<file path="config.mk">
export PLATFORM = sky130hd
export DESIGN_NAME = spectrum_band_meter
export DESIGN_NICKNAME = d
export VERILOG_FILES = /design/src/rtl/spectrum_pkg.sv /design/src/rtl/spectrum_mag_l1.sv /design/src/rtl/spectrum_band_meter.sv
export SDC_FILE = /design/constraint.sdc
export NUM_CORES = 2
export LEC_CHECK = 0
export BUFFER_PORTS_ARGS = -buffer_cell sky130_fd_sc_hd__buf_2
export CORE_AREA = 2 2 455 457
export CTS_CLUSTER_SIZE = 24
export DETAILED_ROUTE_END_ITERATION = 8
export DIE_AREA = 0 0 457 459
export GPL_TIMING_DRIVEN = 0
export PLACE_DENSITY = 0.6
export SETUP_SLACK_MARGIN = 0.3
export SLEW_MARGIN = 20
export SYNTH_ARGS = -nofsm -noshare
export SYNTH_HDL_FRONTEND = slang
export SYNTH_SLANG_ARGS = --single-unit
</file>
<file path="constraint.sdc">
create_clock -name clk -period 8.5 [get_ports clk]
set_clock_uncertainty 0.2 [all_clocks]
set_input_delay 1.7 -clock clk [delete_from_list [all_inputs] [get_ports clk]]
set_output_delay 1.7 -clock clk [all_outputs]
set_load 0.1 [all_outputs]
</file>
<file path="src/rtl/spectrum_pkg.sv">
// spectrum_pkg: shared helpers and encodings for the band-energy meter.
//   clog2       : ceiling log2 for elaborating counter and accumulator widths
//   mag_width   : width of an L1 bin magnitude for a given sample width
//   sum_width   : width of a band sum that can never overflow
//   state_t     : frame-walk FSM encoding (IDLE, ACCUM, UPDATE)
package spectrum_pkg;

  function automatic int clog2(input int value);
    int result;
    result = 0;
    for (int i = 0; i < 31; i++) begin
      if ((32'sd1 << i) < value) begin
        result = i + 1;
      end
    end
    return result;
  endfunction

  // |re| + |im| reaches 2^DATA_W, which needs one bit more than a sample.
  function automatic int mag_width(input int data_w);
    return data_w + 1;
  endfunction

  // BPB magnitudes summed need clog2(BPB) extra bits of headroom.
  function automatic int sum_width(input int data_w, input int bpb);
    return mag_width(data_w) + clog2(bpb);
  endfunction

  // Widths for the default 8-bit, 8-bins-per-band configuration.
  localparam int DEF_MAG_W = mag_width(8);
  localparam int DEF_SUM_W = sum_width(8, 8);

  typedef enum logic [1:0] {
    ST_IDLE   = 2'd0,
    ST_ACCUM  = 2'd1,
    ST_UPDATE = 2'd2
  } state_t;

endpackage

</file>
<file path="src/rtl/spectrum_mag_l1.sv">
// spectrum_mag_l1: combinational L1 magnitude |re| + |im| of one complex bin.
//   re, im : signed two's-complement samples, DATA_W bits
//   mag    : unsigned magnitude, DATA_W+1 bits; the most negative sample
//            contributes exactly 2^(DATA_W-1), with no wrap
module spectrum_mag_l1
  import spectrum_pkg::*;
#(
  parameter int DATA_W = 8
) (
  input  logic [DATA_W-1:0]              re,
  input  logic [DATA_W-1:0]              im,
  output logic [mag_width(DATA_W)-1:0]   mag
);

  localparam int MAG_BITS = mag_width(DATA_W);

  // Sign-extend one bit before negating so -2^(DATA_W-1) stays representable.
  function automatic logic [MAG_BITS-1:0] abs_ext(input logic [DATA_W-1:0] x);
    logic [MAG_BITS-1:0] ext;
    ext = {x[DATA_W-1], x};
    if (x[DATA_W-1]) begin
      return (~ext) + {{(MAG_BITS-1){1'b0}}, 1'b1};
    end else begin
      return ext;
    end
  endfunction

  // Sum of the two absolute values; bounded by 2^DATA_W so it fits MAG_BITS.
  always_comb begin
    mag = abs_ext(re) + abs_ext(im);
  end

endmodule

</file>
<file path="src/rtl/spectrum_band_meter.sv">
// spectrum_band_meter: band-energy meter with peak hold, fed by the FFT core.
// On fft_done in IDLE the frame is snapshotted and walked one bin per clock;
// per-band L1 sums are scaled, saturated and published on one UPDATE cycle.
//   clk, rst_n   : clock, asynchronous active-low reset
//   fft_real/imag: packed signed bins, bin k at [k*DATA_W +: DATA_W]
//   fft_done     : single-cycle frame-ready strobe
//   led_thresh   : LED on-threshold, sampled at the UPDATE edge
//   ovr_clr      : clears overrun (a simultaneous new overrun wins)
//   level_flat   : band levels, band b at [b*LEVEL_W +: LEVEL_W]
//   peak_flat    : peak-hold values, same packing
//   led_out      : per-band LEDs, active-low
//   frame_valid  : one-cycle pulse when outputs have updated
//   busy         : a frame is being processed
//   overrun      : sticky, a frame arrived while busy
module spectrum_band_meter
  import spectrum_pkg::*;
#(
  parameter int N_BINS      = 64,
  parameter int N_BANDS     = 8,
  parameter int DATA_W      = 8,
  parameter int LEVEL_W     = 8,
  parameter int SCALE_SHIFT = 2,
  parameter int HOLD_FRAMES = 4,
  parameter int DECAY_STEP  = 8
) (
  input  logic                         clk,
  input  logic                         rst_n,
  input  logic [N_BINS*DATA_W-1:0]     fft_real,
  input  logic [N_BINS*DATA_W-1:0]     fft_imag,
  input  logic                         fft_done,
  input  logic [LEVEL_W-1:0]           led_thresh,
  input  logic                         ovr_clr,
  output logic [N_BANDS*LEVEL_W-1:0]   level_flat,
  output logic [N_BANDS*LEVEL_W-1:0]   peak_flat,
  output logic [N_BANDS-1:0]           led_out,
  output logic                         frame_valid,
  output logic                         busy,
  output logic                         overrun
);

  localparam int BPB      = N_BINS / N_BANDS;
  localparam int MAG_BITS = mag_width(DATA_W);
  localparam int SUM_BITS = sum_width(DATA_W, BPB);
  localparam int IDX_W    = (clog2(N_BINS) > 0) ? clog2(N_BINS) : 1;
  localparam int POS_W    = (clog2(BPB) > 0) ? clog2(BPB) : 1;
  localparam int BAND_W   = (clog2(N_BANDS) > 0) ? clog2(N_BANDS) : 1;
  localparam int HOLD_W   = (clog2(HOLD_FRAMES + 1) > 0) ? clog2(HOLD_FRAMES + 1) : 1;

  state_t                state_r, next_state_s;
  logic [N_BINS*DATA_W-1:0] snap_re_r, snap_im_r;
  logic [IDX_W-1:0]      bin_idx_r;
  logic [POS_W-1:0]      pos_r;
  logic [BAND_W-1:0]     band_r;
  logic [SUM_BITS-1:0]   acc_r, acc_next_s;
  logic [DATA_W-1:0]     cur_re_s, cur_im_s;
  logic [MAG_BITS-1:0]   cur_mag_s;
  logic                  accept_s, last_bin_s, band_end_s;
  logic [LEVEL_W-1:0]    pending_r   [N_BANDS];
  logic [LEVEL_W-1:0]    level_r     [N_BANDS];
  logic [LEVEL_W-1:0]    peak_r      [N_BANDS];
  logic [LEVEL_W-1:0]    peak_next_s [N_BANDS];
  logic [HOLD_W-1:0]     hold_r      [N_BANDS];
  logic [HOLD_W-1:0]     hold_next_s [N_BANDS];

  // Shift then clamp to the largest displayable level.
  function automatic logic [LEVEL_W-1:0] sat_level(input logic [SUM_BITS-1:0] sum);
    logic [SUM_BITS-1:0]         shifted;
    logic [SUM_BITS+LEVEL_W-1:0] wide;
    shifted = sum >> SCALE_SHIFT;
    wide    = {{LEVEL_W{1'b0}}, shifted};
    if (wide > {{SUM_BITS{1'b0}}, {LEVEL_W{1'b1}}}) begin
      return {LEVEL_W{1'b1}};
    end else begin
      return wide[LEVEL_W-1:0];
    end
  endfunction

  spectrum_mag_l1 #(.DATA_W(DATA_W)) u_mag (
    .re  (cur_re_s),
    .im  (cur_im_s),
    .mag (cur_mag_s)
  );

  // Current bin selection and walk control decodes.
  always_comb begin
    cur_re_s   = snap_re_r[bin_idx_r*DATA_W +: DATA_W];
    cur_im_s   = snap_im_r[bin_idx_r*DATA_W +: DATA_W];
    acc_next_s = acc_r + {{(SUM_BITS-MAG_BITS){1'b0}}, cur_mag_s};
    accept_s   = (state_r == ST_IDLE) && fft_done;
    last_bin_s = (bin_idx_r == IDX_W'(N_BINS - 1));
    band_end_s = (pos_r == POS_W'(BPB - 1));
  end

  // FSM state register.
  always_ff @(posedge clk or negedge rst_n) begin
    if (!rst_n) begin
      state_r <= ST_IDLE;
    end else begin
      state_r <= next_state_s;
    end
  end

  // FSM next-state logic.
  always_comb begin
    next_state_s = state_r;
    case (state_r)
      ST_IDLE: begin
        if (fft_done) begin
          next_state_s = ST_ACCUM;
        end else begin
          next_state_s = ST_IDLE;
        end
      end
      ST_ACCUM: begin
        if (last_bin_s) begin
          next_state_s = ST_UPDATE;
        end else begin
          next_state_s = ST_ACCUM;
        end
      end
      ST_UPDATE: next_state_s = ST_IDLE;
      default:   next_state_s = ST_IDLE;
    endcase
  end

  // Snapshot capture, bin walk counters, accumulator and pending levels.
  always_ff @(posedge clk or negedge rst_n) begin
    if (!rst_n) begin
      snap_re_r <= {(N_BINS*DATA_W){1'b0}};
      snap_im_r <= {(N_BINS*DATA_W){1'b0}};
      bin_idx_r <= {IDX_W{1'b0}};
      pos_r     <= {POS_W{1'b0}};
      band_r    <= {BAND_W{1'b0}};
      acc_r     <= {SUM_BITS{1'b0}};
      for (int b = 0; b < N_BANDS; b++) begin
        pending_r[b] <= {LEVEL_W{1'b0}};
      end
    end else if (accept_s) begin
      snap_re_r <= fft_real;
      snap_im_r <= fft_imag;
      bin_idx_r <= {IDX_W{1'b0}};
      pos_r     <= {POS_W{1'b0}};
      band_r    <= {BAND_W{1'b0}};
      acc_r     <= {SUM_BITS{1'b0}};
    end else if (state_r == ST_ACCUM) begin
      bin_idx_r <= bin_idx_r + IDX_W'(1);
      if (band_end_s) begin
        // Band complete: this bin's magnitude is folded in before saturating.
        pending_r[band_r] <= sat_level(acc_next_s);
        acc_r             <= {SUM_BITS{1'b0}};
        pos_r             <= {POS_W{1'b0}};
        band_r            <= band_r + BAND_W'(1);
      end else begin
        acc_r <= acc_next_s;
        pos_r <= pos_r + POS_W'(1);
      end
    end
  end

  // Peak-hold / decay decision for every band, applied at UPDATE.
  always_comb begin
    for (int b = 0; b < N_BANDS; b++) begin
      peak_next_s[b] = peak_r[b];
      hold_next_s[b] = hold_r[b];
      if (pending_r[b] >= peak_r[b]) begin
        peak_next_s[b] = pending_r[b];
        hold_next_s[b] = HOLD_W'(HOLD_FRAMES);
      end else if (hold_r[b] != {HOLD_W{1'b0}}) begin
        hold_next_s[b] = hold_r[b] - HOLD_W'(1);
      end else if (peak_r[b] >= LEVEL_W'(DECAY_STEP)) begin
        peak_next_s[b] = peak_r[b] - LEVEL_W'(DECAY_STEP);
      end else begin
        peak_next_s[b] = {LEVEL_W{1'b0}};
      end
    end
  end

  // Published levels, peaks, LEDs and the frame_valid pulse.
  always_ff @(posedge clk or negedge rst_n) begin
    if (!rst_n) begin
      for (int b = 0; b < N_BANDS; b++) begin
        level_r[b] <= {LEVEL_W{1'b0}};
        peak_r[b]  <= {LEVEL_W{1'b0}};
        hold_r[b]  <= {HOLD_W{1'b0}};
      end
      led_out     <= {N_BANDS{1'b1}};
      frame_valid <= 1'b0;
    end else begin
      frame_valid <= (state_r == ST_UPDATE);
      if (state_r == ST_UPDATE) begin
        for (int b = 0; b < N_BANDS; b++) begin
          level_r[b] <= pending_r[b];
          peak_r[b]  <= peak_next_s[b];
          hold_r[b]  <= hold_next_s[b];
          led_out[b] <= ~(pending_r[b] > led_thresh);
        end
      end
    end
  end

  // Busy follows the next state so it rises on the accepting edge.
  always_ff @(posedge clk or negedge rst_n) begin
    if (!rst_n) begin
      busy <= 1'b0;
    end else begin
      busy <= (next_state_s != ST_IDLE);
    end
  end

  // Sticky overrun; a new overrun takes priority over the clear.
  always_ff @(posedge clk or negedge rst_n) begin
    if (!rst_n) begin
      overrun <= 1'b0;
    end else if (fft_done && (state_r != ST_IDLE)) begin
      overrun <= 1'b1;
    end else if (ovr_clr) begin
      overrun <= 1'b0;
    end
  end

  // Flatten the per-band registers onto the output buses.
  always_comb begin
    level_flat = {(N_BANDS*LEVEL_W){1'b0}};
    peak_flat  = {(N_BANDS*LEVEL_W){1'b0}};
    for (int b = 0; b < N_BANDS; b++) begin
      level_flat[b*LEVEL_W +: LEVEL_W] = level_r[b];
      peak_flat[b*LEVEL_W +: LEVEL_W]  = peak_r[b];
    end
  end

endmodule

</file>
# After elaboration in Yosys (flattened, before gate mapping)

Index checks and enable logic that the tools add are counted.
Widths: inputs -> output; s select.

$add $sub $neg: 23
$lt $le $gt $ge: 27
Equal/unequal tests: 12
Shift operators: 2
Muxes and demuxes: 65
Bitwise gates (word level): 12
Reduce and logical (&&, ||, !) cells: 43

Operators by type and width:

| cell                | count |
|---|---|
| $shiftx 512x10->8   | 2 |
| $mux 8              | 29 |
| $mux 3              | 22 |
| $bwmux 64           | 1 |
| $ge 8x4->1 const B  | 8 |
| $ge 8x8->1          | 8 |
| $gt 8x8->1          | 8 |
| $sub 8x4->8 const B | 8 |
| $mux 12             | 3 |
| $reduce_and 2->1    | 17 |
| $reduce_bool 2->1   | 13 |
| $demux 8 s3         | 1 |
| $reduce_bool 3->1   | 8 |
| $sub 3x1->3 const B | 8 |
| $add 9x1->9 const B | 2 |
| $mux 9              | 2 |
| $not 9->9           | 2 |
| $ne 2x2->1 const B  | 8 |
| $add 12x9->12       | 1 |
| $mux 6              | 2 |
| $gt 10x8->1 const B | 1 |
| $add 9x9->9         | 1 |
| $not 1->1           | 9 |
| $add 3x1->3 const B | 2 |
| 14 further kinds    | 18 |

Flip-flop bits (word level): 1277
Input bits: 1036
Output and inout bits: 139
Word-level logic and storage cells: 227

# Depth between registers and ports, before layout

Depth in word-level cells: 12
Depth in mapped cells: 30
Depth with buffers taken out: 26

# Hierarchy

From an unflattened synthesis, not the netlist that was laid out.

Cell total of the unflattened synthesis: 6497
Area total of the unflattened synthesis: 61122.4 sq um

By module, submodules not included:

| module              | instances | cells each | area an instance (sq um) | seq. area each (sq um) |
|---|---|---|---|---|
| spectrum_band_meter | 1         | 6417       | 60533.1                  | 31965.7 |
| spectrum_mag_l1     | 1         | 80         | 589.3                    | 0.0 |

# Least setup slack after synthesis

No wires, ideal clock.

Path type: register to register
Start point: register bin_idx_r[1]
End point: register pending_r[53] in the netlist's numbering
Library setup time: 131 ps
Arrival: 5607 ps
Required time: 8169 ps
Slack: 2562 ps
Stages on the path, launching flop included: 25
Buffers on the path: 4
Clock period less this slack: 5938 ps
Path through: dfrtp_1 > buf_2 > buf_2 > clkbuf_1 > mux4_2 > mux4_2 > a221oi_2 > mux2i_1 > inv_1 > ha_1 > a21o_1 > a21oi_1 > o21ai_0 > a21oi_1 > xnor2_1 > ha_1 > o21ai_0 > nand2b_1 > a31o_2 > a32o_1 > xnor2_1 > and3_1 > clkbuf_1 > o21a_1 > o21ai_0

Cells in the longest elaborated chain, start to end: 12
Elaborated cells between the ends (all ways): 16
Those cells by class: 4 x add/sub; 1 x order compare; 2 x shift; 7 x mux; 2 x bitwise

Ends and longest elaborated chain:

| item                                 | line                                                 | text |
|---|---|---|
| from (decl)                          | spectrum_band_meter.sv:51                            | `logic [IDX_W-1:0] bin_idx_r;` |
| from (signal assigned)               | spectrum_band_meter.sv:131                           | `bin_idx_r <= {IDX_W{1'b0}};` |
| from (signal assigned)               | spectrum_band_meter.sv:141                           | `bin_idx_r <= {IDX_W{1'b0}};` |
| from (signal assigned)               | spectrum_band_meter.sv:146                           | `bin_idx_r <= bin_idx_r + IDX_W'(1);` |
| $shiftx 512x10->8 (on tied branches) | spectrum_band_meter.sv:86, spectrum_band_meter.sv:87 |  |
| $not 9->9                            | spectrum_mag_l1.sv:22                                | `return (~ext) + {{(MAG_BITS-1){1'b0}}, 1'b1};` |
| $add 9x1->9                          | spectrum_mag_l1.sv:22                                |  |
| $mux 9                               | spectrum_mag_l1.sv:21                                | `if (x[DATA_W-1]) begin` |
| $add 9x9->9 (*)                      | spectrum_mag_l1.sv:30                                | `mag = abs_ext(re) + abs_ext(im);` |
| $add 12x9->12 (*)                    | spectrum_band_meter.sv:88                            | `acc_next_s = acc_r + {{(SUM_BITS-MAG_BITS){1'b0}}, cur_mag_s};` |
| $gt 10x8->1                          | spectrum_band_meter.sv:71                            | `if (wide > {{SUM_BITS{1'b0}}, {LEVEL_W{1'b1}}}) begin` |
| $mux 8 (*)                           | spectrum_band_meter.sv:71                            |  |
| $mux 8 (*)                           | spectrum_band_meter.sv:147                           | `if (band_end_s) begin` |
| $mux 8 (*)                           | spectrum_band_meter.sv:145                           | `end else if (state_r == ST_ACCUM) begin` |
| $mux 8 (*)                           | spectrum_band_meter.sv:138                           | `end else if (accept_s) begin` |
| $bwmux 64 (*)                        | spectrum_band_meter.sv:149                           | `pending_r[band_r] <= sat_level(acc_next_s);` |
| to (signal, indexed assignment)      | spectrum_band_meter.sv:136                           | `pending_r[b] <= {LEVEL_W{1'b0}};` |
| to (signal, indexed assignment)      | spectrum_band_meter.sv:149                           |  |
| to (decl)                            | spectrum_band_meter.sv:58                            | `logic [LEVEL_W-1:0] pending_r [N_BANDS];` |

Mark *: on every way between the ends. The rest lies on a longest branch, timed or not. The select of a mux whose other input is x is not followed.
A chain may end at the register's enable or synchronous reset.

# Worst setup path in the final report

Start point: register bin_idx_r[1]
End point: register pending_r[22] in the netlist's numbering

The elaborated chain is that of the path after synthesis.

==> results.md <==
- Clock root cell: clkbuf_16
- Cells on worst reg2reg path: 30
- Slowest CP cell: dfrtp_1
- Die Wd: 457 um
- Commonest cells after routing, fill and taps aside: nand2_1, dfrtp_1, buf_2, clkbuf_1, mux4_2
- Worst endpoint required time: 8.94 ns
- Async S/R FF share, synth: 100%
- Total CTS buffers: 149
- Top_reg_cell synth: dfrtp_1
- Worst Tran Pin Value: 1.19 ns
- Fin nets: 9,072
- Worst slack, placed: -1.35 ns
- Relative slew slack: 20.7%
- Syn nets: 7,720
- Initial DRC count: 5,988
- Worst hold path depth: 2
- Critical path endpoint category: flip-flop
- Crit-path max FO: 10
- CTS tree: done
- Worst setup margin: 0.549 ns
- Hold Path Sink: snap_im_r[339]$_DFFE_PN0P_
- Period minus WS final: 7.95 ns
- Post-CTS Hold Buffers: 0
- Total number of vias: 56.2k
- CP top delay family: compound AO/OA/AOI/OAI gates
- Core Region: 206,000 um^2
- Pin count of the biggest net entering global routing: 141
- Clock sink total: 1,277
- Post-synth EDFFs: 0
- GRT overflow: 0
- Post-route setup TNS: 0 ns
- Routed wire per std cell: 30.4 um
- Synth top area share: 52.3%
- Port Buffer Count: 1,174
- Worst Path Arrival: 8.40 ns
- Overall power: 34.9 mW
- WP buf/inv: 7
- FMAX: 126 MHz
- Cell repeated most along the worst path: a21oi_1
- CP Class: flip-flop to flip-flop
- Post-synthesis cell count: 6,507
- Util after Layout: 37.0%
- Placement Cell Area: 70,800 um^2
- Routed WL: 325,000 um
- Wire length of the first global-routing pass: 439,000 um
- RSZ-0062 raised after global routing: no
- Latest clock arrival within the worst-skew pair: 0.83 ns
- Power per cell area: 458 nW/um^2
- R2R Path End: pending_r[22]$_DFFE_PN0P_
- Hold Vio Cnt, Final: 0
- Num ports: 1,175
- Initial antenna violation count: 82
- Rows: 167
- Mean Syn Cell Area: 9.33 um^2
- Reg2reg start: bin_idx_r[1]$_DFFE_PN0P_
- Mapped Area: 60,700 um^2
- Share of layout cells above drive strength 1: 22.9%
- Maximum clock insertion buffer count: 3
- CP startpoint kind: flip-flop
- Initial core utilization: 29.5%
- Main area contributors after synthesis: dfrtp_1, nand2_1, mux4_2
- Post-CTS Setup Inserts: 0
- P_leak: 38.9 nW
- Peak supply drop: 2210 uV
- H-tree depth: 4
- Dpl hpwl: 259,000 um
- Reg clk slew, reported paths: 0.06 ns
- Vias/cell: 5.25
- Vias in the first global route: 55.8k
- Die Y: 459 um
- Yosys cell types: 69
- Outcome: complete, no violations
- Final period util: 93.5%
- Area growth, synth to finish: 25.2%
- Yosys warning total: 0
- Drt first pass iters: 6
- FF+latch count, synth: 1,277
- Post-route cell area: 76,000 um^2
- Hold crit path type: flip-flop to flip-flop
- Internal reg-to-reg setup slack: 0.55 ns
- DIE AREA: 210,000 um^2
- Commonest non-fill, non-tap cell in the layout: nand2_1
- Critical Path Max Stage Delay: 0.46 ns
- DRC viols: 0
- Setup violations, final: 0
- Antenna Violating Nets Remaining: 0
- Maxcap violations: 0
- Min-delay src: snap_im_r[339]$_DFFE_PN0P_
- Sequential fraction of the synthesis area: 52.6%
- Overall Global Routing Usage: 30.4%
- Pins over their slew limit: 0
- Routability cong.: 1.04
- Cell taking the most area after synthesis: dfrtp_1
-- layer usage --
| layer | vias up | global-route usage, % | wire [um] |
|---|---|---|---|
| met3 | 818 | 6.91 | 27300 |
| met5 | - | 0 | 238 |
| met4 | 38 | 21.5 | 27200 |
| met2 | 3145 | 48.7 | 150000 |
| li1 | 24121 | - | - |
| met1 | 28109 | 36.2 | 121000 |
-- logic make-up after synthesis --
family | after synthesis | share of synthesized area [%]
muxes | 302 | 10.7
buffers and inverters | 477 | 3.25
and+or+nand+nor | 3724 | 23.8
xor gates and xnor gates | 25 | 0.361
DFF | 1277 | 52.6
adders and majority gates | 177 | 3.67
AOI/OAI and AO/OA | 525 | 5.52
-- power by group --
group          internal, mW  switching (mW)  total, mW
logic                  6.68            12.4       19.1
registers              7.88            1.24       9.12
clock network          3.81            2.85       6.65
-- tightest hold or removal path, cell delays in order (launching register included) --
cell	delay, ns
dfrtp_1	0.33
nand2_1	0.05
nand2_1	0.05
-- registers in the layout, indices dropped and copies added (netlist names) --
signal	count
overrun	1
acc_r	12
led_out	8
pending_r	64
pos_r	3
state_r	2
frame_valid	1
snap_im_r	512
hold_r	24
level_flat	64
snap_re_r	512
peak_flat	64
bin_idx_r	6
band_r	3
busy	1
-- Yosys cell counts, types with 5 or more instances --
master       n
buf_2       21
and3_1       7
dfstp_2      8
xnor2_1     14
ha_1       175
nor4_1      16
a21oi_1     91
buf_4       10
nand2b_1    40
nor2_1     101
nand2_1   3399
inv_1      112
o41a_1       6
nor2b_1     33
o21ai_0    202
a211oi_1    13
buf_6       14
mux4_2     279
or3_1        6
and2_1       8
a22o_1      40
a221oi_1    22
a22oi_1     37
o21bai_1     5
nand4_1      6
clkbuf_1   305
nand3_1     55
xor2_1      11
mux2i_1     18
buf_1       13
dfrtp_1   1269
or2_2        6
o21a_1      11
o22ai_1     10
nor3b_1      5
a31oi_1     21
nor3_1      29
mux2_2       5
o21ba_2      6
a21o_1      20
-- metrics by stage --
stage,instances,hold WS [ns]
6_report,10720,0.266
5_1_grt,10707,0.282
4_1_cts,10678,0.271
3_5_place_dp,10412,0.257
3_3_place_gp,10385,0.253
2_1_floorplan,6507,0.240
-- final cells by class --
cell class / instances / area, um^2
fill: 21086 / 130000
buffer: 364 / 1690
clock buffer: 211 / 4220
multi-input combinational: 4753 / 26900
timing repair buffer: 1201 / 6600
tap: 2704 / 3380
sequential: 1277 / 32000
clock inverter: 55 / 763
antenna: 42 / 105
inverter: 113 / 424
-- worst max-delay path by stage --
stage,startpoint,end,slack [ns],cells past startpoint
6_report,bin_idx_r[1]$_DFFE_PN0P_,pending_r[22]$_DFFE_PN0P_,0.55,30
5_1_grt,bin_idx_r[2]$_DFFE_PN0P_,pending_r[22]$_DFFE_PN0P_,0.31,25
4_1_cts,bin_idx_r[0]$_DFFE_PN0P_,pending_r[11]$_DFFE_PN0P_,0.25,30
3_5_place_dp,bin_idx_r[1]$_DFFE_PN0P_,pending_r[45]$_DFFE_PN0P_,-1.35,30
3_3_place_gp,rst_n,snap_re_r[438]$_DFFE_PN0P_,-23.07,1
2_1_floorplan,bin_idx_r[1]$_DFFE_PN0P_,pending_r[53]$_DFFE_PN0P_,2.56,24
-- timing repair --
action                     in CTS  in global routing
hold endpoints to repair        0                  0
gates cloned                    0                  0
gates resized for setup        30                 26
setup endpoints to repair      69                 64
No activity file was read; power rests on OpenSTA's default activity.
